`src/rtl/seg7_if.sv`:
```
// Sample/result bundle for the seven-segment decoder monitor.
// master drives samples and observes results; slave is the monitor itself.
interface seg7_if;
  logic        sample_en;
  logic [7:0]  seg0;
  logic [7:0]  seg1;
  logic [7:0]  seg2;
  logic [9:0]  value;
  logic [11:0] digits;
  logic        value_valid;
  logic        code_err;
  logic        seq_err;
  logic        locked;
  logic [7:0]  err_cnt;

  modport master (
    output sample_en, seg0, seg1, seg2,
    input  value, digits, value_valid, code_err, seq_err, locked, err_cnt
  );

  modport slave (
    input  sample_en, seg0, seg1, seg2,
    output value, digits, value_valid, code_err, seq_err, locked, err_cnt
  );
endinterface

```
`src/rtl/seg7_decoder_monitor.sv`:
```
// Decodes a sampled 3-digit seven-segment display and checks it counts up by one.
// Define SEG7_DP_CHECK_EN to treat any lit decimal point as an illegal pattern.
module seg7_decoder_monitor (
  input  logic  clk,
  input  logic  rst,
  seg7_if.slave bus
);

  typedef enum logic [1:0] {UNLOCKED, CHECK, LOCKED} state_t;

  // Returns {legal, digit}; only segments a..g take part in the match.
  function automatic logic [4:0] seg_decode(input logic [7:0] pat);
    logic [4:0] r;
    case (pat[7:1])
      7'h7E:   r = 5'h10;
      7'h30:   r = 5'h11;
      7'h6D:   r = 5'h12;
      7'h79:   r = 5'h13;
      7'h33:   r = 5'h14;
      7'h5B:   r = 5'h15;
      7'h5F:   r = 5'h16;
      7'h70:   r = 5'h17;
      7'h7F:   r = 5'h18;
      7'h73:   r = 5'h19;
      default: r = 5'h00;
    endcase
`ifdef SEG7_DP_CHECK_EN
    if (pat[0]) r = 5'h00;
`endif
    return r;
  endfunction

  function automatic logic [7:0] sat_inc(input logic [7:0] c);
    return (c == 8'hFF) ? c : c + 8'd1;
  endfunction

  state_t      state_q, state_n;
  logic [9:0]  prev_q, prev_n;
  logic [9:0]  value_p1;
  logic [11:0] digits_p1;
  logic        vld_p1, cerr_p1, serr_p1;
  logic [7:0]  err_cnt_p1;

  logic [4:0]  dec0, dec1, dec2;
  logic        legal;
  logic [9:0]  samp_val, prev_inc;
  logic        vld_n, cerr_n, serr_n, err_inc, upd;

  assign dec0     = seg_decode(bus.seg0);
  assign dec1     = seg_decode(bus.seg1);
  assign dec2     = seg_decode(bus.seg2);
  assign legal    = dec0[4] & dec1[4] & dec2[4];
  assign samp_val = {6'd0, dec2[3:0]} * 10'd100 + {6'd0, dec1[3:0]} * 10'd10
                  + {6'd0, dec0[3:0]};
  assign prev_inc = (prev_q == 10'd999) ? 10'd0 : prev_q + 10'd1;

  always_comb begin
    state_n = state_q;
    prev_n  = prev_q;
    vld_n   = 1'b0;
    cerr_n  = 1'b0;
    serr_n  = 1'b0;
    err_inc = 1'b0;
    upd     = 1'b0;
    if (bus.sample_en) begin
      if (!legal) begin
        // An illegal code masks any sequence check on the same sample.
        cerr_n  = 1'b1;
        err_inc = 1'b1;
        state_n = UNLOCKED;
      end else begin
        vld_n = 1'b1;
        upd   = 1'b1;
        case (state_q)
          UNLOCKED: begin
            prev_n  = samp_val;
            state_n = CHECK;
          end
          CHECK: begin
            prev_n = samp_val;
            if (samp_val == prev_inc) state_n = LOCKED;
          end
          LOCKED: begin
            if (samp_val == prev_inc) begin
              prev_n = samp_val;
            end else if (samp_val != prev_q) begin
              serr_n  = 1'b1;
              err_inc = 1'b1;
              prev_n  = samp_val;
              state_n = CHECK;
            end
          end
          default: state_n = UNLOCKED;
        endcase
      end
    end
  end

  // Stage p1: registered outputs, one cycle after the sampling edge
  always_ff @(posedge clk) begin
    if (rst) begin
      state_q    <= UNLOCKED;
      prev_q     <= 10'd0;
      value_p1   <= 10'd0;
      digits_p1  <= 12'd0;
      vld_p1     <= 1'b0;
      cerr_p1    <= 1'b0;
      serr_p1    <= 1'b0;
      err_cnt_p1 <= 8'd0;
    end else begin
      state_q <= state_n;
      prev_q  <= prev_n;
      vld_p1  <= vld_n;
      cerr_p1 <= cerr_n;
      serr_p1 <= serr_n;
      if (upd) begin
        value_p1  <= samp_val;
        digits_p1 <= {dec2[3:0], dec1[3:0], dec0[3:0]};
      end
      if (err_inc) err_cnt_p1 <= sat_inc(err_cnt_p1);
    end
  end

  assign bus.value       = value_p1;
  assign bus.digits      = digits_p1;
  assign bus.value_valid = vld_p1;
  assign bus.code_err    = cerr_p1;
  assign bus.seq_err     = serr_p1;
  assign bus.locked      = (state_q == LOCKED);
  assign bus.err_cnt     = err_cnt_p1;

endmodule

```
`src/flat_wrapper.sv`:
```
// flat-port wrapper written by rule: the top's interface ports become plain ports
module seg7_decoder_monitor_flat 
  (clk, rst, bus_sample_en, bus_seg0, bus_seg1, bus_seg2, bus_value, bus_digits, bus_value_valid, bus_code_err, bus_seq_err, bus_locked, bus_err_cnt);
  seg7_if bus_i ();
  input  logic clk;
  input  logic rst;
  input wire logic [$bits(bus_i.sample_en)-1:0] bus_sample_en;
  input wire logic [$bits(bus_i.seg0)-1:0] bus_seg0;
  input wire logic [$bits(bus_i.seg1)-1:0] bus_seg1;
  input wire logic [$bits(bus_i.seg2)-1:0] bus_seg2;
  output wire logic [$bits(bus_i.value)-1:0] bus_value;
  output wire logic [$bits(bus_i.digits)-1:0] bus_digits;
  output wire logic [$bits(bus_i.value_valid)-1:0] bus_value_valid;
  output wire logic [$bits(bus_i.code_err)-1:0] bus_code_err;
  output wire logic [$bits(bus_i.seq_err)-1:0] bus_seq_err;
  output wire logic [$bits(bus_i.locked)-1:0] bus_locked;
  output wire logic [$bits(bus_i.err_cnt)-1:0] bus_err_cnt;
  assign bus_i.sample_en = bus_sample_en;
  assign bus_i.seg0 = bus_seg0;
  assign bus_i.seg1 = bus_seg1;
  assign bus_i.seg2 = bus_seg2;
  assign bus_value = bus_i.value;
  assign bus_digits = bus_i.digits;
  assign bus_value_valid = bus_i.value_valid;
  assign bus_code_err = bus_i.code_err;
  assign bus_seq_err = bus_i.seq_err;
  assign bus_locked = bus_i.locked;
  assign bus_err_cnt = bus_i.err_cnt;
  seg7_decoder_monitor u_core (.clk(clk), .rst(rst), .bus(bus_i));
endmodule
```
`config.mk`:
```
export PLATFORM = sky130hd
export DESIGN_NAME = seg7_decoder_monitor_flat
export DESIGN_NICKNAME = d
export VERILOG_FILES = /design/src/rtl/seg7_if.sv /design/src/rtl/seg7_decoder_monitor.sv /design/src/flat_wrapper.sv
export SDC_FILE = /design/constraint.sdc
export NUM_CORES = 1
export LEC_CHECK = 0
export ABC_AREA = 1
export ABC_CLOCK_PERIOD_IN_PS = 7550
export CAP_MARGIN = 20
export CORE_ASPECT_RATIO = 0.7
export CORE_UTILIZATION = 45
export CTS_BUF_LIST = sky130_fd_sc_hd__clkbuf_8 sky130_fd_sc_hd__clkbuf_16
export CTS_CLUSTER_DIAMETER = 30
export DETAILED_ROUTE_END_ITERATION = 7
export GPL_TIMING_DRIVEN = 0
export HOLD_SLACK_MARGIN = 0.12
export PLACE_DENSITY = 0.66
export SYNTH_ARGS = -nofsm -noshare
export SYNTH_HDL_FRONTEND = slang
export SYNTH_SLANG_ARGS = --single-unit
```
`constraint.sdc`:
```
create_clock -name clk -period 7.55 [get_ports clk]
set_input_delay 2.265 -clock clk [delete_from_list [all_inputs] [get_ports clk]]
set_output_delay 2.265 -clock clk [all_outputs]
set_load 0.01 [all_outputs]
```
# After elaboration in Yosys (flattened, before gate mapping)
# Cells that the tools add are included.
# word_totals
reg_bits	45
in_bits	27
output_inout_bits	34
word_cells	87
# op_classes
bitwise_logic	5
add_sub_neg	4
reduce_logical	8
n_mul	2
n_eq_ne	40
muxes	20
# ops
op	n
7-bit equality test (second input constant)	24
5-bit case mux with 10 select lines	3
7-bit by 6-bit equality test with 1-bit output (second input constant)	6
10-bit two-way mux	3
10-bit case mux with 2 select lines	1
10-bit by 1-bit adder with 10-bit output (second input constant)	1
10-bit by 4-bit adder with 10-bit output	1
10-bit by 8-bit adder with 10-bit output	1
10-bit equality test	1
10-bit equality test (second input constant)	1
10-bit inequality test	1
3-bit inequality test (second input constant)	3
8-bit by 1-bit adder with 8-bit output (second input constant)	1
8-bit equality test (second input constant)	1
4-bit by 5-bit multiplier with 8-bit output (second input constant)	1
1-bit two-way mux	8
2-bit two-way mux	4
4-bit AND reduction	2
4-bit by 3-bit multiplier with 7-bit output (second input constant)	1
2-bit case mux with 3 select lines	1
2-bit OR reduction	2
3-bit by 1-bit inequality test with 1-bit output (second input constant)	1
1-bit inverter	3
3-bit OR reduction	1
6 further kinds	7

# Depth between registers and ports, before layout
# depth
ltp_word	12
ltp_mapped	32
ltp_nobuf	31

# Worst setup path before layout
# OpenSTA, ideal clock, no wires.
# synth_timing
kind	input -> register
startpoint	in bus_seg2[1]
endpoint	reg u_core.err_cnt_p1[5] (netlist: u_core.bus.err_cnt[5])
path_stages	27
setup_slack_ps	1539
required_ps	7441
path_buffers	1
setup_ps	109
t_arrival_ps	5902
cell_sequence	nand2_1 inv_1 nand2_1 nand3_1 a211oi_1 inv_1 ha_1 ha_1 inv_1 fa_1 inv_1 ha_1 ha_1 a21oi_1 nand3_1 nand2_1 nand2_1 xor2_1 nor2_1 nand3_2 nand3_2 nand2_2 buf_6 nand3_1 nand2_1 inv_2 nor2_1
# synth_between
elab_chain_len	12
word_cells_on_any_way	23
classes_between	add/sub (2); mul (1); eq/ne (12); mux (6); bitwise (1); reduce/logical (1)
# synth_rtl
element	line	text
start: declaration	flat_wrapper.sv:10	input wire logic [$bits(bus_i.seg2)-1:0] bus_seg2;
7-bit equality test / 7-bit by 6-bit equality test with 1-bit output (equally long branches)	seg7_decoder_monitor.sv:14	case (pat[7:1])
5-bit case mux with 10 select lines (*)	seg7_decoder_monitor.sv:14	
named net u_core.dec2[0]	seg7_decoder_monitor.sv:44	logic [4:0] dec0, dec1, dec2;
4-bit by 5-bit multiplier with 8-bit output (*)	seg7_decoder_monitor.sv:53	assign samp_val = {6'd0, dec2[3:0]} * 10'd100 + {6'd0, dec1[3:0]} * 10'd10
10-bit by 8-bit adder with 10-bit output (*)	seg7_decoder_monitor.sv:53	
10-bit by 4-bit adder with 10-bit output (*)	seg7_decoder_monitor.sv:54	+ {6'd0, dec0[3:0]};
10-bit inequality test	seg7_decoder_monitor.sv:86	end else if (samp_val != prev_q) begin
1-bit two-way mux	seg7_decoder_monitor.sv:86	
1-bit two-way mux (*)	seg7_decoder_monitor.sv:84	if (samp_val == prev_inc) begin
1-bit two-way mux (*)	seg7_decoder_monitor.sv:74	case (state_q)
1-bit two-way mux (*)	seg7_decoder_monitor.sv:66	if (!legal) begin
1-bit two-way mux (*)	seg7_decoder_monitor.sv:65	if (bus.sample_en) begin
2-bit AND reduction (no source line) (*)	n/a	
end signal: assignment	seg7_decoder_monitor.sv:120	if (err_inc) err_cnt_p1 <= sat_inc(err_cnt_p1);
end: declaration	seg7_decoder_monitor.sv:42	logic [7:0] err_cnt_p1;
# The timed path passes the listed nets; every way through them passes the cells marked *.
# A chain may end at the register's enable or synchronous reset.

# Final worst setup path
# layout_timing
startpoint	in bus_seg2[2]
endpoint	reg u_core.err_cnt_p1[5] (netlist: u_core.bus.err_cnt[5])
# The elaborated chain is that of the path after synthesis.

==> qor.yml <==
run_status: "completed"
cp_slowest_cell: "a211oi_1"
synth.cell_area_sq_um: 3832
setup_tns_ns: 0
crit_path_end_kind: "flop"
instances_no_fill: 782
grt_first_pass_wirelength_mm: 18.65
combPwrFrac_pct: 16.0
slew_headroom_pct: 53.05
synth_async_sr_flop_share_pct: 0
clk_latency_ns: 0.29
fp.dieH_microns: 79.21
clockBufferDepth: 2
crit_required_ns: 7.74
cp_slowest_stage_delay_ns: 0.56
cts_max_level: 2
grt_pass1_vias: 3929
rsz0062_at_grt: "false"
place_hpwl_mm: 8.715
grt_overflow_total: 0
fin_nets: 735
worst_slew_pin_slew_ns: 0.7042
grt_max_degree: 16
power.internal_mw: 0.4317
postCtsSetupRepairBufs: 0
yosys.area.top_type_share_pct: 22.98
die_x_microns: 112.3
hold_viol: 0
syn_inst: 617
num_vias: 4125
setup_viol: 0
netSwitchingFraction_pct: 27.59
vias_per_cell: 5.275
rows: 27
p_sw_mw: 0.1645
firstDrtPassIters: 5
detail-route-antenna-nets: 0
worstSetupPathType: "in2reg"
yosysTopAreaCell: "dfxtp_1"
yosys_warnings: 0
seq_power_share_pct: 39.9
period_needed_ns: 6.975
antenna_cells: 0
syn_to_final_growth_pct: 22.40
dieArea_sq_um: 8895
postCtsHoldBufs: 0
post-route-period-util_pct: 92.38
drc: 0
peakVddDrop_mv: 0.1238
grt.total_usage_pct: 26.61
cts_buffers: 5
cp_data_arrival_time_ns: 7.17
start_util_pct: 47.67
dp.cells: 774
p_per_area_nw_per_um2: 127.1
r2r_slack_ns: 5.14
synthTopCellsByArea: "dfxtp_1 (23%), nand2_1 (13%), inv_1 (10%)"
ys_seq_elements: 44
maxCapViolations: 0
cts.sinks: 44
drv_slew: 0
grt_antenna_before_repair: 0
ys_types: 36
drive_above_1_share_pct: 8.664
yosysMostFrequentCell: "nand2_1"
port_buffers: 56
yosysSeqAreaShare_pct: 22.98
fmax_mhz: 143.4
wl_mm: 10.88
cp_common_cell: "nand2_1"
ios: 61
cp_max_fo: 10
wl_per_cell_microns: 13.91
synth_top_flop_cell: "dfxtp_1"
ys_top_cells_by_count: "nand2_1 (136), inv_1 (105), nor2_1 (64)"
pwr-share-clk_pct: 44.1
cts_root_buffer: "clkbuf_16"
start_kind: "input port"
ctsResizeCount: 0
clkSlewWorstSetupHoldPaths_ns: 0.07
holdWs_ns: 0.4881
synth_edf_count: 0
cts_tree: "yes"
fin_skew_ns: 0.007756
synth_area_per_cell_sq_um: 6.211
hold_path_class: "reg2reg"
leakagePower_nw: 2.413
coreArea_sq_um: 8040
synth_nets: 672
final_util_pct: 58.34
place_congestion: 0.9156
drt_iter0_drc: 261
-- per-layer routing --
| metal | routed length [microns] | track usage, % |
|---|---|---|
| met2 | 4294 | 40.31 |
| met1 | 5769 | 38.55 |
| met5 | 0 | 0 |
| met3 | 722 | 5.954 |
| met4 | 88 | 5.067 |
-- power by group through the flow --
| stage | clock [mW] | sequential, mW | combinational, mW |
|---|---|---|---|
| floorplan | 0 | 0.244 | 0.0581 |
| finish | 0.263 | 0.238 | 0.0956 |
| CTS | 0.264 | 0.238 | 0.0948 |
| detailed placement | 0 | 0.243 | 0.0944 |
| global route | 0.274 | 0.238 | 0.109 |
| global placement | 0 | 0.243 | 0.0926 |
-- logic make-up after synthesis --
family / after synthesis / share of synthesized area [%]
buffers and inverters: 128 / 13.32
AO/OA/AOI/OAI: 79 / 11.20
AND/OR/NAND/NOR: 320 / 38.07
flip-flops: 44 / 22.98
adder cells (fa/ha/maj): 28 / 10.12
XOR/XNOR: 18 / 4.310
-- placed cells by master (no fill, tap or decap), types with 9 or more instances in the layout --
master and n:
nand2_2 9, nand2_1 136, a21oi_1 36, nand3_1 62
inv_2 9, ha_1 23, nand4_1 20, clkdlybuf4s50_1 56
inv_1 105, o21ai_0 27, xor2_1 9, nor2_1 64
dfxtp_1 44
-- path summary, 6_finish.rpt --
path,from,end,cells past startpoint
worst min-delay path,u_core.bus.digits[11],u_core.bus.digits[11],2
worst min register to register,u_core.bus.digits[11],u_core.bus.digits[11],2
worst max register to register,u_core.prev_q[0],u_core.bus.err_cnt[5],18
worst max-delay path,bus_seg2[2],u_core.bus.err_cnt[5],31
-- through the flow --
| stage | setup WS (ns) | power (mW) | area [sq um] |
|---|---|---|---|
| final | 0.5753 | 0.5961 | 4691 |
| after global routing | 0.09727 | 0.6211 | 4691 |
| after CTS | 0.5765 | 0.5966 | 4691 |
| after detailed placement | 0.2841 | 0.3373 | 4519 |
| after global placement | 0.3643 | 0.3355 | 4519 |
| after floorplan | 1.539 | 0.3017 | 3832 |
-- critical path, delay by kind of cell --
family | cells | cell delay [ns]
AND/OR/NAND/NOR | 18 | 1.76
adder cells (fa/ha/maj) | 5 | 1.60
buffers and inverters | 7 | 0.97
AO/OA/AOI/OAI | 1 | 0.56
-- final cells by class --
cell class / instances / area, sq um
buffer: 14 / 82.58
clock buffer: 5 / 125.1
clock inverter: 3 / 46.29
fill: 784 / 3349
inverter: 114 / 427.9
multi-input combinational: 445 / 2441
sequential: 44 / 880.8
tap: 101 / 126.4
timing repair buffer: 56 / 560.5
-- flip-flops by register name (all words and copies together), names as in the netlist --
| register | count |
|---|---|
| u_core.bus.code_err | 1 |
| u_core.prev_q | 10 |
| u_core.bus.value | 10 |
| u_core.bus.err_cnt | 8 |
| u_core.bus.digits | 11 |
| u_core.bus.value_valid | 1 |
| u_core.state_q | 2 |
| u_core.bus.seq_err | 1 |
(Power assumes the default switching activity.)
